## src/rtl/pipeline_exit_monitor_if.sv

```systemverilog
// Run-control bundle between the testbench/host side and the exit monitor.
// The master drives start/exit_addr and mirrors the core's pc/stall; the slave reports status.
interface pipeline_exit_monitor_if #(
    parameter int unsigned CNT_W = 16
);
    logic             start;
    logic [31:0]      exit_addr;
    logic [31:0]      pc;
    logic             stall;
    logic             busy;
    logic             done;
    logic [1:0]       status;
    logic [CNT_W-1:0] cycles;

    modport master (
        output start, exit_addr, pc, stall,
        input  busy, done, status, cycles
    );

    modport slave (
        input  start, exit_addr, pc, stall,
        output busy, done, status, cycles
    );
endinterface

```

## src/rtl/pipeline_exit_monitor.sv

```systemverilog
// Watches the fetch PC for the exit address, drains the pipeline, reports pass/timeout/error.
// Optional PC_RANGE_CHECK_EN: a misaligned or out-of-text PC while running ends the run in ERR.
module pipeline_exit_monitor #(
    parameter logic [31:0] TEXT_START   = 32'h0040_0000,
    parameter int unsigned TEXT_BYTES   = 1024,
    parameter int unsigned DRAIN_CYCLES = 4,
    parameter int unsigned TIMEOUT      = 100,
    parameter int unsigned CNT_W        = 16
) (
    input  logic                    clk,
    input  logic                    rstn,
    pipeline_exit_monitor_if.slave  mon
);

    typedef enum logic [2:0] {
        S_IDLE, S_RUN, S_DRAIN, S_DONE, S_TLE, S_ERR
    } state_t;

    localparam int unsigned DW =
        (DRAIN_CYCLES < 2) ? 1 : $clog2(DRAIN_CYCLES + 1);
    localparam logic [CNT_W-1:0] TMO      = CNT_W'(TIMEOUT);
    localparam logic [DW-1:0]    DRN      = DW'(DRAIN_CYCLES);
    localparam logic [32:0]      TEXT_END = {1'b0, TEXT_START} + 33'(TEXT_BYTES);
`ifdef PC_RANGE_CHECK_EN
    localparam bit RANGE_EN = 1'b1;
`else
    localparam bit RANGE_EN = 1'b0;
`endif

    state_t           state_q, state_d;
    logic [CNT_W-1:0] cyc_q, cyc_d, cyc_inc;
    logic [1:0]       st_q, st_d;
    logic [31:0]      exit_q, exit_d;
    logic [DW-1:0]    drn_q, drn_d;
    logic             hit, tmo, pc_bad;

    always_ff @(posedge clk or negedge rstn) begin
        if (!rstn) begin
            state_q <= S_IDLE;
            cyc_q   <= '0;
            st_q    <= 2'b00;
            exit_q  <= '0;
            drn_q   <= '0;
        end else begin
            state_q <= state_d;
            cyc_q   <= cyc_d;
            st_q    <= st_d;
            exit_q  <= exit_d;
            drn_q   <= drn_d;
        end
    end

    always_comb begin
        state_d = state_q;
        cyc_d   = cyc_q;
        st_d    = st_q;
        exit_d  = exit_q;
        drn_d   = drn_q;
        cyc_inc = cyc_q + CNT_W'(1);
        hit     = (mon.pc == exit_q);
        tmo     = (cyc_inc == TMO);
        pc_bad  = RANGE_EN && ((mon.pc < TEXT_START)
                  || ({1'b0, mon.pc} >= TEXT_END)
                  || (mon.pc[1:0] != 2'b00));

        unique case (state_q)
            S_IDLE, S_DONE, S_TLE, S_ERR: begin
                if (mon.start) begin
                    exit_d = mon.exit_addr;
                    cyc_d  = '0;
                    st_d   = 2'b00;
                    // An exit at the first instruction means there is no program.
                    if (mon.exit_addr == TEXT_START) begin
                        state_d = S_ERR;
                        st_d    = 2'b11;
                    end else begin
                        state_d = S_RUN;
                    end
                end
            end
            S_RUN: begin
                cyc_d = cyc_inc;
                if (pc_bad) begin
                    state_d = S_ERR;
                    st_d    = 2'b11;
                end else if (hit && DRAIN_CYCLES == 0) begin
                    state_d = S_DONE;
                    st_d    = 2'b01;
                end else if (tmo) begin
                    state_d = S_TLE;
                    st_d    = 2'b10;
                    cyc_d   = TMO;
                end else if (hit) begin
                    state_d = S_DRAIN;
                    drn_d   = DRN;
                end
            end
            S_DRAIN: begin
                cyc_d = cyc_inc;
                if (!mon.stall) drn_d = drn_q - DW'(1);
                // Drain completion beats a coincident timeout.
                if (pc_bad) begin
                    state_d = S_ERR;
                    st_d    = 2'b11;
                end else if (!mon.stall && drn_q == DW'(1)) begin
                    state_d = S_DONE;
                    st_d    = 2'b01;
                end else if (tmo) begin
                    state_d = S_TLE;
                    st_d    = 2'b10;
                    cyc_d   = TMO;
                end
            end
            default: state_d = S_IDLE;
        endcase
    end

    assign mon.busy   = (state_q == S_RUN) || (state_q == S_DRAIN);
    assign mon.done   = (state_q == S_DONE) || (state_q == S_TLE)
                        || (state_q == S_ERR);
    assign mon.status = st_q;
    assign mon.cycles = cyc_q;

endmodule

```

## src/flat_wrapper.sv

```systemverilog
// flat-port wrapper written by rule: the top's interface ports become plain ports
module pipeline_exit_monitor_flat 
#(
    parameter logic [31:0] TEXT_START   = 32'h0040_0000,
    parameter int unsigned TEXT_BYTES   = 1024,
    parameter int unsigned DRAIN_CYCLES = 4,
    parameter int unsigned TIMEOUT      = 100,
    parameter int unsigned CNT_W        = 16
)
  (clk, rstn, mon_start, mon_exit_addr, mon_pc, mon_stall, mon_busy, mon_done, mon_status, mon_cycles);
  pipeline_exit_monitor_if #(.CNT_W(CNT_W)) mon_i ();
  input  logic clk;
  input  logic rstn;
  input wire logic [$bits(mon_i.start)-1:0] mon_start;
  input wire logic [$bits(mon_i.exit_addr)-1:0] mon_exit_addr;
  input wire logic [$bits(mon_i.pc)-1:0] mon_pc;
  input wire logic [$bits(mon_i.stall)-1:0] mon_stall;
  output wire logic [$bits(mon_i.busy)-1:0] mon_busy;
  output wire logic [$bits(mon_i.done)-1:0] mon_done;
  output wire logic [$bits(mon_i.status)-1:0] mon_status;
  output wire logic [$bits(mon_i.cycles)-1:0] mon_cycles;
  assign mon_i.start = mon_start;
  assign mon_i.exit_addr = mon_exit_addr;
  assign mon_i.pc = mon_pc;
  assign mon_i.stall = mon_stall;
  assign mon_busy = mon_i.busy;
  assign mon_done = mon_i.done;
  assign mon_status = mon_i.status;
  assign mon_cycles = mon_i.cycles;
  pipeline_exit_monitor #(.TEXT_START(TEXT_START), .TEXT_BYTES(TEXT_BYTES), .DRAIN_CYCLES(DRAIN_CYCLES), .TIMEOUT(TIMEOUT), .CNT_W(CNT_W)) u_core (.clk(clk), .rstn(rstn), .mon(mon_i));
endmodule
```

## config.mk

```make
export PLATFORM = sky130hd
export DESIGN_NAME = pipeline_exit_monitor_flat
export DESIGN_NICKNAME = d
export VERILOG_FILES = /design/src/rtl/pipeline_exit_monitor_if.sv /design/src/rtl/pipeline_exit_monitor.sv /design/src/flat_wrapper.sv
export SDC_FILE = /design/constraint.sdc
export NUM_CORES = 1
export LEC_CHECK = 0
export BUFFER_PORTS_ARGS = -buffer_cell sky130_fd_sc_hd__buf_2
export CAP_MARGIN = 10
export CORE_UTILIZATION = 36
export CTS_CLUSTER_SIZE = 8
export DETAILED_ROUTE_END_ITERATION = 8
export PLACE_DENSITY = 0.63
export SLEW_MARGIN = 20
export SYNTH_ARGS = -nofsm -noshare
export SYNTH_HDL_FRONTEND = slang
export SYNTH_SLANG_ARGS = --single-unit
```

## constraint.sdc

```tcl
create_clock -name clk -period 4.1 [get_ports clk]
set_input_delay 0.41 -clock clk [delete_from_list [all_inputs] [get_ports clk]]
set_output_delay 0.41 -clock clk [all_outputs]
set_load 0.02 [all_outputs]
```

==> metrics.csv, run 1 <==
stage,metric,value,unit
setup_path,startpoint_type,flip-flop,
setup_path,arrival,2290,ps
drt,routed_wl,7.77,mm
layout,nFillCells,828,
drt,detail-route-antenna-nets,0,
clocking,clk_pin_slew_worst_paths,110,ps
die,num_rows,34,
place,port_buffers,87,
die,ios,88,
sta,fin_crit_sh,65.8,%
die,start_util,36.8,%
sta,setup-tns-final,0,ps
worst_hold_path,holdCritPathClass,input pin to async pin,
setup_path,rr_worst_depth,8,
layout,final_common_cell,buf_2,
drt,avgViaCountPerCell,5.32,
clocking,post_cts_resize_count,0,
drt,vias,2726,
synth,synth_area_leaders,"dfrtp_1, mux2_2, xor2_1",
sta,worstMarginPinSlew,731,ps
global_route,grt_max_degree,57,
global_route,track_usage,17.2,%
sta,setup_viol,0,
clocking,cts_root_buf,clkbuf_8,
clocking,cts_setup_buffers,0,
synth,yosysTopAreaCell,dfrtp_1,
synth,syn_avg_cell_area,10.1,sq um
layout,diodes,0,
synth,synth_flop_cell,dfrtp_1,
setup_path,path_class,flip-flop to primary output,
drt,drc,0,
setup_path,cp.required,3690,ps
global_route,antenna_found_initial,0,
job,cap_violations,0,
sta,maxSlewViolCount,0,
synth,yosys_warnings,0,
die,die_w,96.2,um
power_and_ir_drop,power,2430,uW
sta,fmax,371,MHz
synth,syn_nets,389,
layout,ff_latch_area,1400,sq um
sta,skew,8.09,ps
drt,wl_per_cell,15.2,um
outcome,status,"finished, final reports clean",
sta,max-slew-margin-rel,51.3,%
power_and_ir_drop,p_per_area,629,nW/um^2
global_route,grt_pass1_wl,12.1,mm
synth,synth_top_area_share,43.8,%
setup_path,cp-end-kind,primary output,
power_and_ir_drop,p_leak,0.00174,uW
layout,mostFrequentLayoutCells,"buf_2, dfrtp_1, xor2_1, mux2_2, nand2_1",
clocking,cts_tree,built,
global_route,grt_pass1_vias,2504,
layout,area_growth,20.7,%
clocking,clock_latency,320,ps
clocking,ctsHoldBuffers,0,
sta,fin_ws,1400,ps
die,core-area,8680,sq um
global_route,grt_overflow,0,
die,die-area,9260,sq um
sta,rsz0062_at_grt,false,
layout,postLayoutCoreUtil,44.5,%
clocking,htreeDepth,2,
drt,dr.pass1.iters,4,
synth,syn_area,3200,sq um
synth,synth_edf_count,0,
clocking,cts.sinks,56,
layout,drive_gt1_share,34.9,%
place,place_worst_setup_slack,1550,ps
clocking,cts_buffers,5,
layout,multi_input_area,1720,sq um
synth,seq_area_frac_synth,43.8,%
setup_path,crit_fanout,18,
sta,hold_violations,0,
synth,synthCells,317,
synth,ys_ff_latch,56,
clocking,cts_max_path_buffers,2,
power_and_ir_drop,ir_drop,0.257,mV
sta,period_needed,2700,ps
synth,synth_cell_types,45,
place,hpwl,5.80,mm
drt,drt_iter0_drc,151,
place,place_congestion,0.850,
synth,ys_async_sr_fraction,100,%
layout,nNetsFinal,475,
die,die_h,96.2,um
-- registers in the layout (all words and copies together), names as in the netlist --
signal             cells
u_core.exit_q         32
u_core.mon.cycles     16
u_core.drn_q           3
u_core.state_q         3
u_core.mon.status      2
-- synthesized netlist by cell type, types with 2 or more instances --
| cell type | count |
|---|---|
| o22ai_1 | 2 |
| nor2_1 | 18 |
| ha_1 | 4 |
| nand2b_1 | 6 |
| nand3_1 | 20 |
| mux2_2 | 34 |
| or3_4 | 2 |
| dfrtp_1 | 56 |
| o31ai_1 | 3 |
| nor3_2 | 2 |
| nand4_1 | 10 |
| xnor2_1 | 3 |
| inv_1 | 8 |
| clkbuf_1 | 8 |
| or3_1 | 6 |
| o31a_1 | 2 |
| nand2_1 | 23 |
| a21o_1 | 2 |
| xor2_1 | 34 |
| buf_2 | 3 |
| a21oi_1 | 9 |
| nor4b_1 | 2 |
| a31oi_1 | 6 |
| o21ai_0 | 17 |
| nor4_1 | 16 |
| a211oi_1 | 2 |
-- layer usage --
layer / part of all wire, % / GRT usage (%)
met5: 0 / 0
met3: 5.9 / 2.69
met1: 46 / 23.4
met2: 48 / 28.7
met4: 0.77 / 3.61
-- power by group --
part	total, uW	switching, uW	internal [uW]
Clock	381	196	184
Sequential	971	201	770
Combinational	1080	586	489
-- critical path, stage by stage, from the launching register on --
cell and delay [ps]:
dfrtp_1 510, xor2_1 190, nand2b_1 530, inv_1 460
buf_2 290
-- metrics by stage --
stage | hold WS [ps] | instances | cell area (sq um)
final | 217 | 512 | 3860
after global routing | 301 | 512 | 3860
after CTS | 258 | 512 | 3860
after detailed placement | 515 | 504 | 3740
after global placement | 507 | 504 | 3740
after floorplan | 114 | 317 | 3200
-- final cells by class --
type / instances / share of cell area, %
flip-flops and latches: 56 / 36.3
repair buffers: 90 / 11.9
inverters: 8 / 0.778
clock buffers: 5 / 1.78
well taps: 108 / 3.50
multi-input cells: 242 / 44.6
clock inverters: 3 / 1.20
-- path summary, 6_finish.rpt --
| kind | start | endpoint | slack, ps |
|---|---|---|---|
| setup / recovery | u_core.state_q[0]$_DFFE_PN0P_ | mon_busy | 1400 |
| hold / removal | rstn | u_core.exit_q[16]$_DFFE_PN0P_ | 220 |
| setup reg to reg | u_core.mon.cycles[0]$_DFFE_PN0P_ | u_core.mon.cycles[0]$_DFFE_PN0P_ | 1520 |
| hold reg to reg | u_core.exit_q[11]$_DFFE_PN0P_ | u_core.exit_q[11]$_DFFE_PN0P_ | 530 |
| max in group asynchronous | rstn | u_core.mon.cycles[15]$_DFFE_PN0P_ | 3390 |
| min in group clk | mon_exit_addr[28] | u_core.exit_q[28]$_DFFE_PN0P_ | 340 |
-- kinds of logic (layout without fill, tap and decap cells) --
family                   count (synthesis)  count (layout)  share of synthesized area, %
AND/OR/NAND/NOR                        115             115                          19.8
flip-flops                              56              56                          43.8
AO/OA/AOI/OAI                           51              51                          9.98
XOR/XNOR                                37              37                          10.1
multiplexers                            35              35                          12.3
buffers and inverters                   19             106                          2.35
adder cells (fa/ha/maj)                  4               4                          1.57
Power figures use the tool's default switching activity.
==> run 2: changes to the inputs <==
PLACE_DENSITY = 0.65   (was 0.63)
clock period = 2.3 ns   (was 4.1 ns; I/O delays follow)
==> run 2 against run 1 <==
Effect of this change:
- the run now ends with design-rule violations, negative setup slack left
- via count up 3.2%
- register-to-register slack worse by 1500 ps
- utilization up 3.4 points
- critical path type is now flip-flop to flip-flop
==> metrics.csv, run 2 (synthesis gave the netlist of run 1 again) <==
stage,metric,value,unit
sta,skew,12.9,ps
setup_path,cp.required,2500,ps
setup_path,arrival,2510,ps
clocking,cts_buffers,5,
setup_path,path_buf_inv,1,
clocking,cts_tree,built,
setup_path,crit_fanout,6,
clocking,cts_max_path_buffers,2,
sta,fmax,433,MHz
global_route,grt_pass1_vias,2599,
die,start_util,36.8,%
layout,diodes,0,
setup_path,cp-end-kind,flip-flop,
setup_path,critPathTopFamily,simple AND/OR/NAND/NOR gates,
place,dpl.cell_count,520,
drt,avgViaCountPerCell,5.25,
clocking,cts_root_buf,clkbuf_8,
layout,stdcell_count,536,
setup_path,max_stage_delay,550,ps
place,place_congestion,0.862,
place,hpwl,6.17,mm
die,num_rows,34,
global_route,track_usage,17.5,%
drt,dr_wl_met2,4.03,mm
sta,fin_crit_sh,100,%
outcome,violations,"design-rule violations, negative setup slack",
outcome,status,"finished, violations left",
power_and_ir_drop,ir_drop,0.419,mV
die,die_h,96.2,um
drt,drt_iter0_drc,133,
layout,mostFrequentLayoutCells,"buf_2, dfrtp_1, xor2_1, mux2_2, buf_4",
setup_path,cp_cell_sequence,nand4_4 -> or4_4 -> xor2_1 -> nand4_1 -> buf_4 -> nor3_4 -> nor3_2 -> o31a_1,
drt,detail-route-antenna-nets,0,
die,ios,88,
drt,wl_met1,3.75,mm
layout,area_growth,29.9,%
die,die_w,96.2,um
drt,drc,1,
global_route,antenna_found_initial,0,
sta,max-slew-margin-rel,57.5,%
drt,wl_per_cell,15.6,um
drt,routed_wl,8.37,mm
sta,worstMarginPinSlew,637,ps
setup_path,startpoint_type,flip-flop,
sta,fin_ws,-9.28,ps
sta,setup-tns-final,-20.6,ps
power_and_ir_drop,p_per_area,1100,nW/um^2
layout,top_register,u_core.exit_q,
clocking,clk_pin_slew_worst_paths,110,ps
sta,hold_violations,0,
setup_path,cp_slowest_cell,or4_4,
power_and_ir_drop,p_leak,0.00189,uW
sta,maxSlewViolCount,0,
layout,nFillCells,832,
job,cap_violations,0,
drt,dr.max_layer_used,met4,
die,core-area,8680,sq um
drt,vias,2814,
clocking,htreeDepth,2,
sta,rsz0062_at_grt,true,
sta,period_needed,2310,ps
sta,setup_viol,3,
layout,largest_reg_flops,32,
global_route,grt_overflow,0,
clocking,clock_latency,320,ps
layout,nNetsFinal,499,
place,place_worst_setup_slack,-46.5,ps
layout,final_common_cell,buf_2,
global_route,grt_pass1_wl,12.3,mm
setup_path,path_class,flip-flop to flip-flop,
clocking,cts.sinks,56,
global_route,grt_max_degree,36,
layout,drive_gt1_share,41.6,%
die,die-area,9260,sq um
place,port_buffers,87,
drt,dr_wl_met3,531,um
worst_hold_path,holdCritPathClass,input pin to flip-flop,
drt,dr.pass1.iters,6,
power_and_ir_drop,power,4580,uW
[run 2: what timing repair did]
item,4_1_cts,5_1_grt
buffers inserted,5,2
gates resized for setup,7,7
endpoints found under the hold margin,26,0
setup endpoints to repair,4,9
pin swaps,7,4
hold buffers,1,0
[run 2: power breakdown]
part | leakage, uW | internal [uW] | switching [uW]
logic | 0.00114 | 1040 | 1150
registers | 0.000688 | 1380 | 339
clock network | 0.0000583 | 329 | 339
[run 2: worst paths after layout]
| check | start | end | slack [ps] | cells past startpoint |
|---|---|---|---|---|
| max reg2reg | u_core.mon.cycles[3]$_DFFE_PN0P_ | u_core.drn_q[2]$_DFFE_PN0P_ | -9 | 8 |
| min reg2reg | u_core.exit_q[17]$_DFFE_PN0P_ | u_core.exit_q[17]$_DFFE_PN0P_ | 540 | 1 |
| max in group asynchronous | rstn | u_core.mon.cycles[0]$_DFFE_PN0P_ | 1240 | 3 |
| min | mon_exit_addr[28] | u_core.exit_q[28]$_DFFE_PN0P_ | 150 | 2 |
| max | u_core.mon.cycles[3]$_DFFE_PN0P_ | u_core.drn_q[2]$_DFFE_PN0P_ | -9 | 8 |
| min in group asynchronous | rstn | u_core.exit_q[28]$_DFFE_PN0P_ | 460 | 2 |
[run 2: cell type report]
| class | count | area, sq um | share of cell area (%) |
|---|---|---|---|
| Clock buffer | 5 | 68.8 | 1.66 |
| Inverter | 8 | 30.0 | 0.723 |
| Clock inverter | 3 | 47.5 | 1.14 |
| Multi-Input combinational cell | 242 | 1800 | 43.3 |
| Timing Repair Buffer | 114 | 666 | 16.0 |
| Sequential cell | 56 | 1410 | 33.9 |
| Tap cell | 108 | 135 | 3.25 |
[run 2: routing by layer]
metal | GRT usage (%) | vias up
li1 | - | 1377
met1 | 23.2 | 1336
met2 | 29.9 | 95
met3 | 2.76 | 6
met4 | 3.73 | 0
met5 | 0 | -
[run 2: through the flow]
stage                     utilization, %  area [sq um]  hold WS [ps]
after floorplan                        -          3220         -65.6
after global placement              45.0          3910           292
after detailed placement            45.0          3910           285
after CTS                           47.4          4110           150
after global routing                47.9          4150           145
final                               47.9          4150           155
[run 2: worst register-to-register path: stages, from the launching register on]
cell and delay (ps):
dfrtp_2 430, nand4_4 170, or4_4 550, xor2_1 160, nand4_1 130, buf_4 170, nor3_4 200, nor3_2 100
o31a_1 290
